$ cat src/rtl/serial_loader_pkg.sv
// rtl/serial_loader_pkg.sv - FSM state encoding and default word width shared by serial_loader files
package serial_loader_pkg;

  localparam int SL_DEFAULT_WIDTH = 32;

  typedef enum logic [1:0] {
    ST_IDLE   = 2'd0,
    ST_SHIFT  = 2'd1,
    ST_CHECK  = 2'd2,
    ST_COMMIT = 2'd3
  } state_e;

endpackage

$ cat src/rtl/loader_shifter.sv
// rtl/loader_shifter.sv - shadow shift register and saturating bit counter for serial_loader
module loader_shifter
  import serial_loader_pkg::*;
#(
  parameter int WIDTH     = SL_DEFAULT_WIDTH,
  parameter bit LSB_FIRST = 1'b1
) (
  input  logic             clk,
  input  logic             clear_n,
  input  logic             restart,
  input  logic             shift_en,
  input  logic             ser_in,
  output logic [WIDTH-1:0] shadow_nxt,
  output logic             last_bit
);

  localparam int CW = $clog2(WIDTH + 1);

  logic [WIDTH-1:0] shadow_q, shadow_d;
  logic [CW-1:0]    count_q, count_d;
  logic             accept;

  // A full counter blocks further shifts, so the count never wraps within a frame.
  assign accept = shift_en && !restart && (count_q != CW'(WIDTH));

  always_comb begin
    shadow_d = shadow_q;
    count_d  = count_q;
    if (restart) begin
      shadow_d = '0;
      count_d  = '0;
    end else if (accept) begin
      if (LSB_FIRST) begin
        shadow_d = {ser_in, shadow_q[WIDTH-1:1]};
      end else begin
        shadow_d = {shadow_q[WIDTH-2:0], ser_in};
      end
      count_d = count_q + CW'(1);
    end
  end

  always_ff @(posedge clk or negedge clear_n) begin
    if (!clear_n) begin
      shadow_q <= '0;
      count_q  <= '0;
    end else begin
      shadow_q <= shadow_d;
      count_q  <= count_d;
    end
  end

  assign shadow_nxt = shadow_d;
  assign last_bit   = accept && (count_q == CW'(WIDTH - 1));

endmodule

$ cat src/rtl/serial_loader.sv
// rtl/serial_loader.sv - serial-to-parallel register loader; SERIAL_LOADER_PARITY_EN adds an even-parity check bit
module serial_loader
  import serial_loader_pkg::*;
#(
  parameter int WIDTH     = SL_DEFAULT_WIDTH,
  parameter bit LSB_FIRST = 1'b1
) (
  input  logic             clk,
  input  logic             clear_n,
  input  logic             frame_start,
  input  logic             ser_in,
  input  logic             ser_valid,
  output logic             ready,
  output logic             write_enable,
  output logic [WIDTH-1:0] input_val,
  output logic             frame_err
);

  state_e           state_q, state_d;
  logic [WIDTH-1:0] input_val_q, input_val_d;
  logic             frame_err_q, frame_err_d;
  logic [WIDTH-1:0] shadow_nxt;
  logic             restart, shift_en, last_bit;

  // Kept outside the FSM process so the shifter's last_bit feedback forms no combinational loop.
  assign restart  = frame_start && (state_q != ST_COMMIT);
  assign shift_en = ser_valid && !frame_start && (state_q == ST_SHIFT);

  loader_shifter #(
    .WIDTH    (WIDTH),
    .LSB_FIRST(LSB_FIRST)
  ) u_shifter (
    .clk       (clk),
    .clear_n   (clear_n),
    .restart   (restart),
    .shift_en  (shift_en),
    .ser_in    (ser_in),
    .shadow_nxt(shadow_nxt),
    .last_bit  (last_bit)
  );

  always_comb begin
    state_d     = state_q;
    input_val_d = input_val_q;
    frame_err_d = 1'b0;
    case (state_q)
      ST_IDLE: begin
        if (frame_start) state_d = ST_SHIFT;
      end
      ST_SHIFT: begin
        if (frame_start) begin
          frame_err_d = 1'b1;
        end else if (last_bit) begin
`ifdef SERIAL_LOADER_PARITY_EN
          state_d = ST_CHECK;
`else
          state_d     = ST_COMMIT;
          input_val_d = shadow_nxt;
`endif
        end
      end
`ifdef SERIAL_LOADER_PARITY_EN
      ST_CHECK: begin
        if (frame_start) begin
          frame_err_d = 1'b1;
          state_d     = ST_SHIFT;
        end else if (ser_valid) begin
          if (^{shadow_nxt, ser_in}) begin
            frame_err_d = 1'b1;
            state_d     = ST_IDLE;
          end else begin
            state_d     = ST_COMMIT;
            input_val_d = shadow_nxt;
          end
        end
      end
`endif
      ST_COMMIT: state_d = ST_IDLE;
      default:   state_d = ST_IDLE;
    endcase
  end

  always_ff @(posedge clk or negedge clear_n) begin
    if (!clear_n) begin
      state_q     <= ST_IDLE;
      input_val_q <= '0;
      frame_err_q <= 1'b0;
    end else begin
      state_q     <= state_d;
      input_val_q <= input_val_d;
      frame_err_q <= frame_err_d;
    end
  end

  assign ready        = (state_q == ST_SHIFT) || (state_q == ST_CHECK);
  assign write_enable = (state_q == ST_COMMIT);
  assign input_val    = input_val_q;
  assign frame_err    = frame_err_q;

endmodule

$ cat config.mk
export PLATFORM = sky130hd
export DESIGN_NAME = serial_loader
export DESIGN_NICKNAME = d
export VERILOG_FILES = /design/src/rtl/serial_loader_pkg.sv /design/src/rtl/loader_shifter.sv /design/src/rtl/serial_loader.sv
export SDC_FILE = /design/constraint.sdc
export NUM_CORES = 1
export LEC_CHECK = 0
export CORE_MARGIN = 8
export CORE_UTILIZATION = 56
export CTS_BUF_LIST = sky130_fd_sc_hd__clkbuf_2
export DETAILED_ROUTE_END_ITERATION = 7
export GPL_TIMING_DRIVEN = 1
export HOLD_SLACK_MARGIN = 0.02
export PLACE_DENSITY = 0.8
export SLEW_MARGIN = 20
export SYNTH_ARGS = -nofsm -noshare
export SYNTH_HDL_FRONTEND = slang
export SYNTH_SLANG_ARGS = --single-unit
$ cat constraint.sdc
create_clock -name clk -period 2.3 [get_ports clk]
set_clock_uncertainty 0.1 [all_clocks]
set_input_delay 0.46 -clock clk [delete_from_list [all_inputs] [get_ports clk]]
set_output_delay 0.46 -clock clk [all_outputs]
set_load 0.01 [all_outputs]
==> run summary <==
outcome = finished, final reports clean
register clock-pin slew on the reported worst setup and hold paths = 190 ps
synthesis-to-finish area growth = 22.19%
via count of the first global-routing pass = 1,927
DR pass1 iterations = 4
Iteration-0 DRC Markers = 86
estimated wirelength of the detail-placed design = 3516 µm
routed length per placed instance = 14.03 µm
type of element launching the critical path = flip-flop
Psw = 499.8 µW
proportion of layout cells with a drive suffix above 1 = 0.09836
startpoint of the lowest-slack register-to-register path = state_q[1]$_DFFE_PN0P_
final number of setup-violating endpoints = 0
final antenna diode count = 0
average instance area after synthesis = 11.63 µm²
maximum operating frequency = 459.2 MHz
Hold Path Class = input pin to asynchronous set/reset pin
max-cap viol count = 0
die width = 88.63 µm
final setup margin = 122.4 ps
clk buf depth = 2
largest family of logic cells by synthesized area = multiplexers
final hold violation count = 0
ordered cell list for the critical path = buf_4 -> inv_1 -> ha_1 -> clkdlybuf4s15_1
critical path's slowest cell = sky130_fd_sc_hd__dfrtp_1
required time at the endpoint of the critical path = 1740 ps
area fraction in compound gates after synthesis = 0.07031
part of the Yosys area used for sequential elements = 0.6099
post-route antenna net violation count = 0
standby leakage power = 1.720 nW
xor/xnor share of the synthesized area = 0.008895
CP top delay family = buffers and inverters
final routed DRC violation total = 0
cell at the root of the clock tree = sky130_fd_sc_hd__clkbuf_2
Arr. time, crit path = 1620 ps
worst-case hold slack = 400.8 ps
RSZ-0062 raised after global routing = no
Clock Latency Late Sink = 500 ps
number of cell rows = 26
Mapped Cells = 254
CTS tree = done
final worst path period need = 2178 ps
arithmetic-cell share of the synthesized area counting full adders, half adders and majority gates = 0.02541
detailed-route via count = 1,953
placer congestion estimate = 0.7325
number of buffers and inverters on the critical path = 3
delay of the slowest cell on the worst path = 440 ps
critical path endpoint category = primary output
area occupied by multi-input gates = 1044 µm²
sequential group share of total power = 0.567
footprint of the flip-flops and latches = 1802 µm²
total placed cells including tap cells = 356
Via density = 5.208
count of port buffers added during placement = 39
Yosys warning count = 0
transition time of the tightest slew-check pin = 371.5 ps
GR Util All Layers = 0.1509
Setup TNS = 0 ps
Tcrit/Tclk final = 0.9468
# H-tree levels = 3
Clk pwr share = 0.395
post-place setup slack = 131.6 ps
Gate power share = 0.039
simple-gate share of the synthesized area = 0.1224
Post-Syn Nets = 265
number of antenna violations at the first check in global routing = 0
global-route wire length before repair = 9087 µm
Cell Area, Synth = 2954 µm²
Util after Layout = 0.7068
wire length after detailed routing = 5260 µm
cell internal power dissipation = 1.761 mW
number of nets in the layout = 311
core area = 5107 µm²
mux contribution to synthesized area = 0.1258
Inserted Clock Buffers = 9
CP max FO = 3
Num Clock Sinks = 72
vertical die dimension = 88.63 µm
Filler Cells Inserted = 392
pin count of the biggest net entering global routing = 73
I/O pins = 40
starting utilization of the core area = 0.5784
Crit. Startpoint = state_q[0]$_DFFE_PN0P_
sw frac = 0.2211
power density over the cells = 626.3 nW/µm²
final instance count without filler cells = 375
headroom to the max-slew limit = 0.7523
count of distinct cell types in the synthesized netlist = 31
floorplan die area = 7855 µm²
Critical Setup Path Class = flip-flop to primary output
VDD IR max = 0.4056 mV
max-slew violation count = 0
grt total ovfl = 0
flop and latch count out of synthesis = 72
-- routing by layer --
metal / global-route usage / routed length [µm] / share of wire / vias up
met4: 0.08756 / 121 / 0.023 / 0
met5: 0 / 0 / 0 / -
met2: 0.2392 / 2557 / 0.49 / 34
met3: 0.02971 / 195 / 0.037 / 13
met1: 0.1872 / 2385 / 0.45 / 959
li1: - / - / - / 947
-- registers in the layout, summed over array words and instances (netlist names) --
name / flops
frame_err: 1
state_q: 2
input_val: 32
u_shifter.shadow_q: 31
u_shifter.count_q: 6
-- Yosys cell counts --
| library cell | n | area share |
|---|---|---|
| sky130_fd_sc_hd__a21oi_1 | 1 | 0.0017 |
| sky130_fd_sc_hd__and2_1 | 1 | 0.0021 |
| sky130_fd_sc_hd__and3b_1 | 1 | 0.0030 |
| sky130_fd_sc_hd__buf_2 | 1 | 0.0017 |
| sky130_fd_sc_hd__buf_4 | 4 | 0.010 |
| sky130_fd_sc_hd__buf_6 | 3 | 0.011 |
| sky130_fd_sc_hd__clkbuf_1 | 6 | 0.0076 |
| sky130_fd_sc_hd__dfrtp_1 | 72 | 0.61 |
| sky130_fd_sc_hd__ha_1 | 6 | 0.025 |
| sky130_fd_sc_hd__inv_1 | 5 | 0.0064 |
| sky130_fd_sc_hd__mux2_1 | 30 | 0.11 |
| sky130_fd_sc_hd__mux2_2 | 3 | 0.011 |
| sky130_fd_sc_hd__nand2_1 | 65 | 0.083 |
| sky130_fd_sc_hd__nand2b_1 | 1 | 0.0021 |
| sky130_fd_sc_hd__nand3_1 | 1 | 0.0017 |
| sky130_fd_sc_hd__nand3b_1 | 1 | 0.0025 |
| sky130_fd_sc_hd__nand4_1 | 1 | 0.0021 |
| sky130_fd_sc_hd__nand4b_1 | 1 | 0.0030 |
| sky130_fd_sc_hd__nand4b_2 | 1 | 0.0051 |
| sky130_fd_sc_hd__nand4bb_1 | 1 | 0.0038 |
| sky130_fd_sc_hd__nor2_1 | 5 | 0.0064 |
| sky130_fd_sc_hd__nor2_4 | 1 | 0.0038 |
| sky130_fd_sc_hd__nor2b_1 | 1 | 0.0021 |
| sky130_fd_sc_hd__nor4_1 | 1 | 0.0021 |
| sky130_fd_sc_hd__o211ai_1 | 1 | 0.0025 |
| sky130_fd_sc_hd__o21a_1 | 1 | 0.0025 |
| sky130_fd_sc_hd__o21ai_0 | 32 | 0.054 |
| sky130_fd_sc_hd__o21ai_1 | 1 | 0.0017 |
| sky130_fd_sc_hd__o31ai_1 | 3 | 0.0076 |
| sky130_fd_sc_hd__xnor2_1 | 2 | 0.0059 |
| sky130_fd_sc_hd__xor2_1 | 1 | 0.0030 |
-- stage by stage --
step                power [mW]  cell area, µm²
finish                   2.261            3610
detailed placement       1.392            3427
CTS                      2.284            3598
floorplan                1.342            2954
global placement         1.390            3427
global route             2.348            3610
-- power by group through the flow --
stage	sequential, mW	clock [mW]	combinational, mW
floorplan	1.30	0	0.0397
global placement	1.30	0	0.0870
detailed placement	1.30	0	0.0877
CTS	1.28	0.913	0.0895
global route	1.28	0.965	0.0997
finish	1.28	0.892	0.0874
-- logic make-up after synthesis --
group	count (synthesis)
and+or+nand+nor	82
AOI/OAI and AO/OA	39
adders and majority gates	6
xor gates and xnor gates	3
buffers and inverters	19
DFF	72
muxes	33
-- worst register-to-register path, delay by kind of cell, from the launching register on --
family | cells | cell delay, ps
flops | 1 | 440
simple gates | 2 | 370
fa+ha+maj | 1 | 230
buf+inv | 2 | 310
mux | 1 | 350
-- final timing paths --
check,to,slack [ps],cells after the start
max,ready,120,4
min,input_val[22]$_DFFE_PN0P_,400,3
max reg2reg,input_val[11]$_DFFE_PN0P_,410,6
min reg2reg,input_val[16]$_DFFE_PN0P_,410,1
max in group asynchronous,input_val[18]$_DFFE_PN0P_,1410,3
min in group clk,input_val[16]$_DFFE_PN0P_,410,1
-- layout make-up --
cell class / count / area share
flip-flops and latches: 72 / 0.4991
multi-input cells: 163 / 0.2891
inverters: 5 / 0.005199
well taps: 70 / 0.02426
clock buffers: 9 / 0.01248
clock inverters: 7 / 0.03050
repair buffers: 49 / 0.1393
-- placed cells by master, fill, tap and decap left out, drive strengths merged --
cell type | Yosys | final
clkinv | 0 | 3
nor2 | 6 | 6
a21oi | 1 | 1
clkdlybuf4s50 | 0 | 36
nor4 | 1 | 1
mux2 | 33 | 33
and3b | 1 | 1
o21a | 1 | 1
nand3 | 1 | 1
clkbuf | 6 | 9
ha | 6 | 6
nor2b | 1 | 1
clkinvlp | 0 | 1
dlymetal6s2s | 0 | 1
nand2 | 65 | 65
xor2 | 1 | 1
nand2b | 1 | 1
o31ai | 3 | 3
dlygate4sd3 | 0 | 1
bufinv | 0 | 3
o211ai | 1 | 1
xnor2 | 2 | 2
nand4bb | 1 | 1
inv | 5 | 5
o21ai | 33 | 33
and2 | 1 | 1
nand4 | 1 | 1
nand3b | 1 | 1
dfrtp | 72 | 72
nand4b | 2 | 2
buf | 8 | 10
clkdlybuf4s15 | 0 | 1
-- timing repair --
action,in CTS,in global routing
hold buffers,1,0
hold endpoints to repair,72,0
setup endpoints to repair,2,2
setup buffers,1,1
gates resized for setup,1,2
(Power assumes the default switching activity.)
